`src/rtl/sine_envelope_controller_if.sv`:
```
// Control/status bundle between the envelope controller and its driver.
// The slave side (the controller) consumes key/envelope settings and produces the oscillator control words.
interface sine_envelope_controller_if;
   logic        key_on;
   logic [15:0] key_freq;
   logic [30:0] peak_level;
   logic [30:0] sustain_level;
   logic [15:0] attack_step;
   logic [15:0] decay_step;
   logic [15:0] release_step;
   logic [15:0] frequency;
   logic [30:0] amplitude;
   logic [2:0]  env_state;
   logic        busy;

   modport master (
      output key_on, key_freq, peak_level, sustain_level,
             attack_step, decay_step, release_step,
      input  frequency, amplitude, env_state, busy
   );

   modport slave (
      input  key_on, key_freq, peak_level, sustain_level,
             attack_step, decay_step, release_step,
      output frequency, amplitude, env_state, busy
   );
endinterface

```
`src/rtl/sine_envelope_controller.sv`:
```
// ADSR envelope controller producing frequency/amplitude control words for a sine oscillator.
// Amplitude moves only on prescaler ticks; key events take priority over ticks.
module sine_envelope_controller #(
   parameter int CLOCK_FREQUENCY = 50000000,
   parameter int TICK_HZ         = 1000
) (
   input  logic                         clk,
   input  logic                         reset,
   sine_envelope_controller_if.slave    env
);

   localparam int TICK_DIV = CLOCK_FREQUENCY / TICK_HZ;
   localparam int CNT_W    = $clog2(TICK_DIV);
   localparam logic [CNT_W-1:0] CNT_MAX = CNT_W'(TICK_DIV - 1);

   typedef enum logic [2:0] {
      ST_IDLE    = 3'd0,
      ST_ATTACK  = 3'd1,
      ST_DECAY   = 3'd2,
      ST_SUSTAIN = 3'd3,
      ST_RELEASE = 3'd4
   } env_state_e;

   // Saturating add capped at lim; a zero step jumps straight to lim.
   function automatic logic [30:0] add_clamp(input logic [30:0] a, input logic [15:0] s,
                                             input logic [30:0] lim);
      logic [31:0] sum;
      logic [30:0] res;
      sum = {1'b0, a} + {16'd0, s};
      if (s == 16'd0 || sum >= {1'b0, lim}) begin
         res = lim;
      end else begin
         res = sum[30:0];
      end
      return res;
   endfunction

   function automatic logic [30:0] sub_clamp(input logic [30:0] a, input logic [15:0] s,
                                             input logic [30:0] lim);
      logic [31:0] diff;
      logic [30:0] res;
      if ({16'd0, s} >= {1'b0, a}) begin
         diff = 32'd0;
      end else begin
         diff = {1'b0, a} - {16'd0, s};
      end
      if (s == 16'd0 || diff <= {1'b0, lim}) begin
         res = lim;
      end else begin
         res = diff[30:0];
      end
      return res;
   endfunction

   logic [CNT_W-1:0] cnt_q, cnt_d;
   logic             key_q;
   env_state_e       state_q, state_d;
   logic [30:0]      amp_q, amp_d;
   logic [15:0]      freq_q, freq_d;
   logic             busy_q, busy_d;

   logic             tick_s;
   logic             rise_s;
   logic             held_state_s;
   logic [30:0]      sus_s;

   assign tick_s       = (cnt_q == CNT_MAX);
   assign rise_s       = env.key_on & ~key_q;
   assign held_state_s = (state_q == ST_ATTACK) || (state_q == ST_DECAY) ||
                         (state_q == ST_SUSTAIN);
   assign sus_s        = (env.sustain_level < env.peak_level) ? env.sustain_level
                                                              : env.peak_level;

   // Free-running tick prescaler, independent of key activity.
   always_comb begin
      cnt_d = cnt_q;
      if (tick_s) begin
         cnt_d = '0;
      end else begin
         cnt_d = cnt_q + CNT_W'(1);
      end
   end

   // Envelope next-state: accepted rise, then key low, then tick.
   always_comb begin
      state_d = state_q;
      amp_d   = amp_q;
      freq_d  = freq_q;
      if (rise_s && env.key_freq != 16'd0) begin
         state_d = ST_ATTACK;
         freq_d  = env.key_freq;
      end else if (!env.key_on && held_state_s) begin
         state_d = ST_RELEASE;
      end else if (tick_s) begin
         case (state_q)
            ST_ATTACK: begin
               amp_d   = add_clamp(amp_q, env.attack_step, env.peak_level);
               state_d = (amp_d == env.peak_level) ? ST_DECAY : ST_ATTACK;
            end
            ST_DECAY: begin
               amp_d   = sub_clamp(amp_q, env.decay_step, sus_s);
               state_d = (amp_d == sus_s) ? ST_SUSTAIN : ST_DECAY;
            end
            ST_RELEASE: begin
               amp_d = sub_clamp(amp_q, env.release_step, 31'd0);
               if (amp_d == 31'd0) begin
                  state_d = ST_IDLE;
                  freq_d  = 16'd0;
               end else begin
                  state_d = ST_RELEASE;
               end
            end
            default: begin
               state_d = state_q;
            end
         endcase
      end else begin
         state_d = state_q;
      end
      busy_d = (state_d != ST_IDLE);
   end

   // State and output registers.
   always_ff @(posedge clk or posedge reset) begin
      if (reset) begin
         cnt_q   <= '0;
         key_q   <= 1'b0;
         state_q <= ST_IDLE;
         amp_q   <= 31'd0;
         freq_q  <= 16'd0;
         busy_q  <= 1'b0;
      end else begin
         cnt_q   <= cnt_d;
         key_q   <= env.key_on;
         state_q <= state_d;
         amp_q   <= amp_d;
         freq_q  <= freq_d;
         busy_q  <= busy_d;
      end
   end

   assign env.frequency = freq_q;
   assign env.amplitude = amp_q;
   assign env.env_state = state_q;
   assign env.busy      = busy_q;

endmodule

```
`src/flat_wrapper.sv`:
```
// flat-port wrapper written by rule: the top's interface ports become plain ports
module sine_envelope_controller_flat 
#(
   parameter int CLOCK_FREQUENCY = 50000000,
   parameter int TICK_HZ         = 1000
)
  (clk, reset, env_key_on, env_key_freq, env_peak_level, env_sustain_level, env_attack_step, env_decay_step, env_release_step, env_frequency, env_amplitude, env_env_state, env_busy);
  sine_envelope_controller_if env_i ();
  input  logic clk;
  input  logic reset;
  input wire logic [$bits(env_i.key_on)-1:0] env_key_on;
  input wire logic [$bits(env_i.key_freq)-1:0] env_key_freq;
  input wire logic [$bits(env_i.peak_level)-1:0] env_peak_level;
  input wire logic [$bits(env_i.sustain_level)-1:0] env_sustain_level;
  input wire logic [$bits(env_i.attack_step)-1:0] env_attack_step;
  input wire logic [$bits(env_i.decay_step)-1:0] env_decay_step;
  input wire logic [$bits(env_i.release_step)-1:0] env_release_step;
  output wire logic [$bits(env_i.frequency)-1:0] env_frequency;
  output wire logic [$bits(env_i.amplitude)-1:0] env_amplitude;
  output wire logic [$bits(env_i.env_state)-1:0] env_env_state;
  output wire logic [$bits(env_i.busy)-1:0] env_busy;
  assign env_i.key_on = env_key_on;
  assign env_i.key_freq = env_key_freq;
  assign env_i.peak_level = env_peak_level;
  assign env_i.sustain_level = env_sustain_level;
  assign env_i.attack_step = env_attack_step;
  assign env_i.decay_step = env_decay_step;
  assign env_i.release_step = env_release_step;
  assign env_frequency = env_i.frequency;
  assign env_amplitude = env_i.amplitude;
  assign env_env_state = env_i.env_state;
  assign env_busy = env_i.busy;
  sine_envelope_controller #(.CLOCK_FREQUENCY(CLOCK_FREQUENCY), .TICK_HZ(TICK_HZ)) u_core (.clk(clk), .reset(reset), .env(env_i));
endmodule
```
`config.mk`:
```
export PLATFORM = sky130hd
export DESIGN_NAME = sine_envelope_controller_flat
export DESIGN_NICKNAME = d
export VERILOG_FILES = /design/src/rtl/sine_envelope_controller_if.sv /design/src/rtl/sine_envelope_controller.sv /design/src/flat_wrapper.sv
export SDC_FILE = /design/constraint.sdc
export NUM_CORES = 1
export LEC_CHECK = 0
export BUFFER_PORTS_ARGS = -buffer_cell sky130_fd_sc_hd__buf_4
export CAP_MARGIN = 20
export CORE_MARGIN = 5
export CORE_UTILIZATION = 40
export DETAILED_ROUTE_END_ITERATION = 16
export SLEW_MARGIN = 20
export SYNTH_ARGS = -nofsm -noshare
export SYNTH_HDL_FRONTEND = slang
export SYNTH_SLANG_ARGS = --single-unit
```
`constraint.sdc`:
```
create_clock -name clk -period 5.4 [get_ports clk]
set_input_delay 1.08 -clock clk [delete_from_list [all_inputs] [get_ports clk]]
set_output_delay 1.08 -clock clk [all_outputs]
set_load 0.01 [all_outputs]
```
==> flow_metrics.tcl <==
set metrics [dict create \
    ys_types 87 \
    vias_per_cell 5.864 \
    critPathRequiredTime_ns 5.62 \
    setup_tns_ns -0.6044 \
    drcViolationCount 0 \
    htree_levels 3 \
    portBuffers 179 \
    netlist_instances 1499 \
    crit_path_end_kind "flop" \
    power.share.clock_pct 25.9 \
    intPower_mw 1.638 \
    syn_area_sq_um 11470 \
    max_cap_violations 0 \
    slowest_delay_ns 0.37 \
    worst_slack_ns -0.1092 \
    drive_gt1_share_pct 38.04 \
    skew_ns 0.008335 \
    grt_overflow 0 \
    io_pins 180 \
    cp_cell_sequence "buf_4 -> ha_1 -> a211o_1 -> a221o_1 -> o2111ai_2 -> buf_6 -> a21boi_4 -> buf_4 -> o2111ai_4 -> xnor2_2 -> ha_1 -> a21o_1 -> a21o_1 -> a21oi_2 -> o211ai_1 -> a21oi_1 -> o21ai_2 -> a21oi_4 -> buf_12 -> buf_12 -> mux2i_1 -> o22ai_1 -> a21oi_1 -> o21ai_1" \
    wirelength_um 52240 \
    reg2reg_from "u_core.env.amplitude[14]" \
    die_w_um 179.3 \
    dp_cells 2372 \
    start_util_pct 40.28 \
    ys_seq_elements 68 \
    cts_sinks 68 \
    fp-row-count 62 \
    status "finished, violations left" \
    core_area_sq_um 28470 \
    syn2layout_area_growth_pct 53.88 \
    antenna_found_initial 0 \
    critPathLaunchType "input port" \
    crit_path_top_delay_cell "a221o_1" \
    arrival_ns 5.73 \
    antenna_cells 0 \
    layout_common_cells "buf_4, ha_1, inv_1" \
    synth-edff-count 0 \
    violations "negative setup slack" \
    ant_nets 0 \
    startpoint "env_attack_step[1]" \
    p_comb_share_pct 52.7 \
    dp_hpwl_um 42160 \
    gp_congestion 0.9891 \
    avgSynthCellArea_sq_um 7.651 \
    final_common_cell "buf_4" \
    ys_seq_area_share_pct 14.84 \
    clockRootBuffer "clkbuf_16" \
    min-delay-path-class "reg2reg" \
    grt_max_degree 45 \
    yosys_most_used_dff "dfrtp_1" \
    fin_nets 2308 \
    total_power_mw 2.571 \
    whs_ns 0.4655 \
    fmax_mhz 181.5 \
    switching_share_pct 36.28 \
    instances_no_fill 2424 \
    dr.pass1.iters 6 \
    crit_buf_inv 5 \
    slew_headroom_pct 22.85 \
    cts_tree "built" \
    final_hold_viol_count 0 \
    grt_pass1_wl_um 76510 \
    finalCritPeriodShare_pct 102.0 \
    die-area_sq_um 32160 \
    grt_setup_unrepaired "yes" \
    slew_viol_final 0 \
    critical_path.top_delay_family "compound AO/OA/AOI/OAI gates" \
    path_clk_slew_ns 0.07 \
    routedWlPerCell_um 21.55 \
    netSwitchingPower_uw 932.5 \
    crit_type "in2reg" \
    yosysWarnings 0 \
    crit_fanout 7 \
    power_frac_seq_pct 21.3 \
    hold_start "u_core.cnt_q[0]" \
    grt_use_total_pct 30.67 \
    vias 14220 \
    ys_async_sr_fraction_pct 100.0 \
    power_density_nw_per_um2 145.7 \
    period_minus_slack_ns 5.509 \
    cts_buffers 9 \
    syn_nets 1772 \
    p_leak_nw 8.662 \
    insertion_delay_ns 0.34 \
    setup-violations-final 14 \
    ir_drop_mv 0.2098 \
    worstMarginPinSlew_ns 1.143 \
    grt_pass1_vias 13490 \
    clockBufferDepth 2 \
    die_h_um 179.3 \
    dr.first_iter.drc_count 1295 \
]
==> registers in the layout (all words and copies together) (netlist names) <==
signal                flops
u_core.env.amplitude     31
u_core.cnt_q             16
u_core.env.frequency     16
u_core.env.env_state      3
u_core.env.busy           1
u_core.key_q              1
==> timing repair <==
item / in CTS / in global routing
cloned: 2 / 3
resized for setup: 65 / 133
endpoints found under the setup margin: 33 / 34
hold endpoints to repair: 0 / 0
pin swaps: 15 / 66
hold buffers: 0 / 0
buffers inserted: 19 / 18
==> metrics by stage <==
step	utilization, %	worst slack [ns]	instance area, sq um
finish	61.99	-0.1092	17650
global route	61.99	-0.1884	17650
global placement	55.95	-0.6472	15930
CTS	59.04	0.001399	16810
detailed placement	55.95	-0.7258	15930
floorplan	-	0.04954	11520
==> Yosys cell counts, drive strengths merged (6+ instances only) <==
| cell | count | area, sq um |
|---|---|---|
| a211o | 10 | 87.58 |
| nand3 | 44 | 220.2 |
| a21oi | 108 | 540.5 |
| o21ai | 91 | 478.0 |
| o211ai | 15 | 117.6 |
| or2 | 7 | 43.80 |
| o31ai | 6 | 58.81 |
| clkbuf | 53 | 198.9 |
| o21a | 17 | 127.6 |
| and2 | 8 | 52.55 |
| nand2b | 10 | 62.56 |
| a211oi | 19 | 147.6 |
| inv | 121 | 454.2 |
| nor2 | 109 | 409.1 |
| ha | 141 | 1764 |
| a22o | 17 | 148.9 |
| mux2 | 20 | 225.2 |
| nor2b | 9 | 56.30 |
| o2111ai | 7 | 61.31 |
| mux2i | 69 | 690.7 |
| or3 | 10 | 67.56 |
| nor4 | 31 | 200.2 |
| buf | 13 | 68.82 |
| a31oi | 16 | 100.1 |
| dfrtp | 68 | 1702 |
| nor3 | 21 | 110.1 |
| a41oi | 7 | 80.08 |
| o22ai | 40 | 250.2 |
| a21o | 43 | 322.8 |
| and3 | 21 | 131.4 |
| xor2 | 32 | 280.3 |
| xnor2 | 90 | 788.3 |
| nand2 | 101 | 379.1 |
| nand4 | 47 | 294.0 |
==> power groups by stage <==
stage / sequential [mW] / clock, mW / combinational, mW
floorplan: 0.557 / 0 / 0.565
global placement: 0.556 / 0 / 1.06
detailed placement: 0.557 / 0 / 1.08
CTS: 0.547 / 0.669 / 1.21
global route: 0.550 / 0.691 / 1.44
finish: 0.548 / 0.667 / 1.36
==> routing by layer <==
metal / track usage (%) / vias to the layer above / wire (um)
li1: - / 6649 / -
met1: 39.89 / 6822 / 21720
met2: 52.96 / 621 / 25190
met3: 3.838 / 123 / 3334
met4: 9.743 / 0 / 1988
met5: 0 / - / 0
==> cells by family (layout without fill, tap and decap cells) <==
group,after synthesis,in the layout,share of synthesized area [%]
AOI/OAI and AO/OA,445,445,26.07
and+or+nand+nor,444,444,19.58
DFF,68,68,14.84
buffers and inverters,187,728,6.295
xor gates and xnor gates,122,122,9.317
adders and majority gates,144,144,15.91
muxes,89,89,7.986
==> layout make-up <==
type                            count  area, sq um
Clock buffer                        9        225.2
Clock inverter                      7        98.84
Fill cell                        2562        10820
Inverter                          121        459.2
Multi-Input combinational cell   1244         9977
Sequential cell                    68         1702
Tap cell                          384        480.5
Timing Repair Buffer              591         4706
==> worst paths after layout <==
check | cells past startpoint | slack [ns] | to
min in group asynchronous | 2 | 0.96 | u_core.env.frequency[5]
worst min-delay path | 1 | 0.47 | u_core.cnt_q[0]
worst max register to register | 22 | 0.20 | u_core.env.amplitude[7]
max in group asynchronous | 3 | 3.47 | u_core.cnt_q[13]
worst min register to register | 1 | 0.47 | u_core.cnt_q[0]
worst max-delay path | 24 | -0.11 | u_core.env.amplitude[7]
No activity file was read; power rests on OpenSTA's default activity.
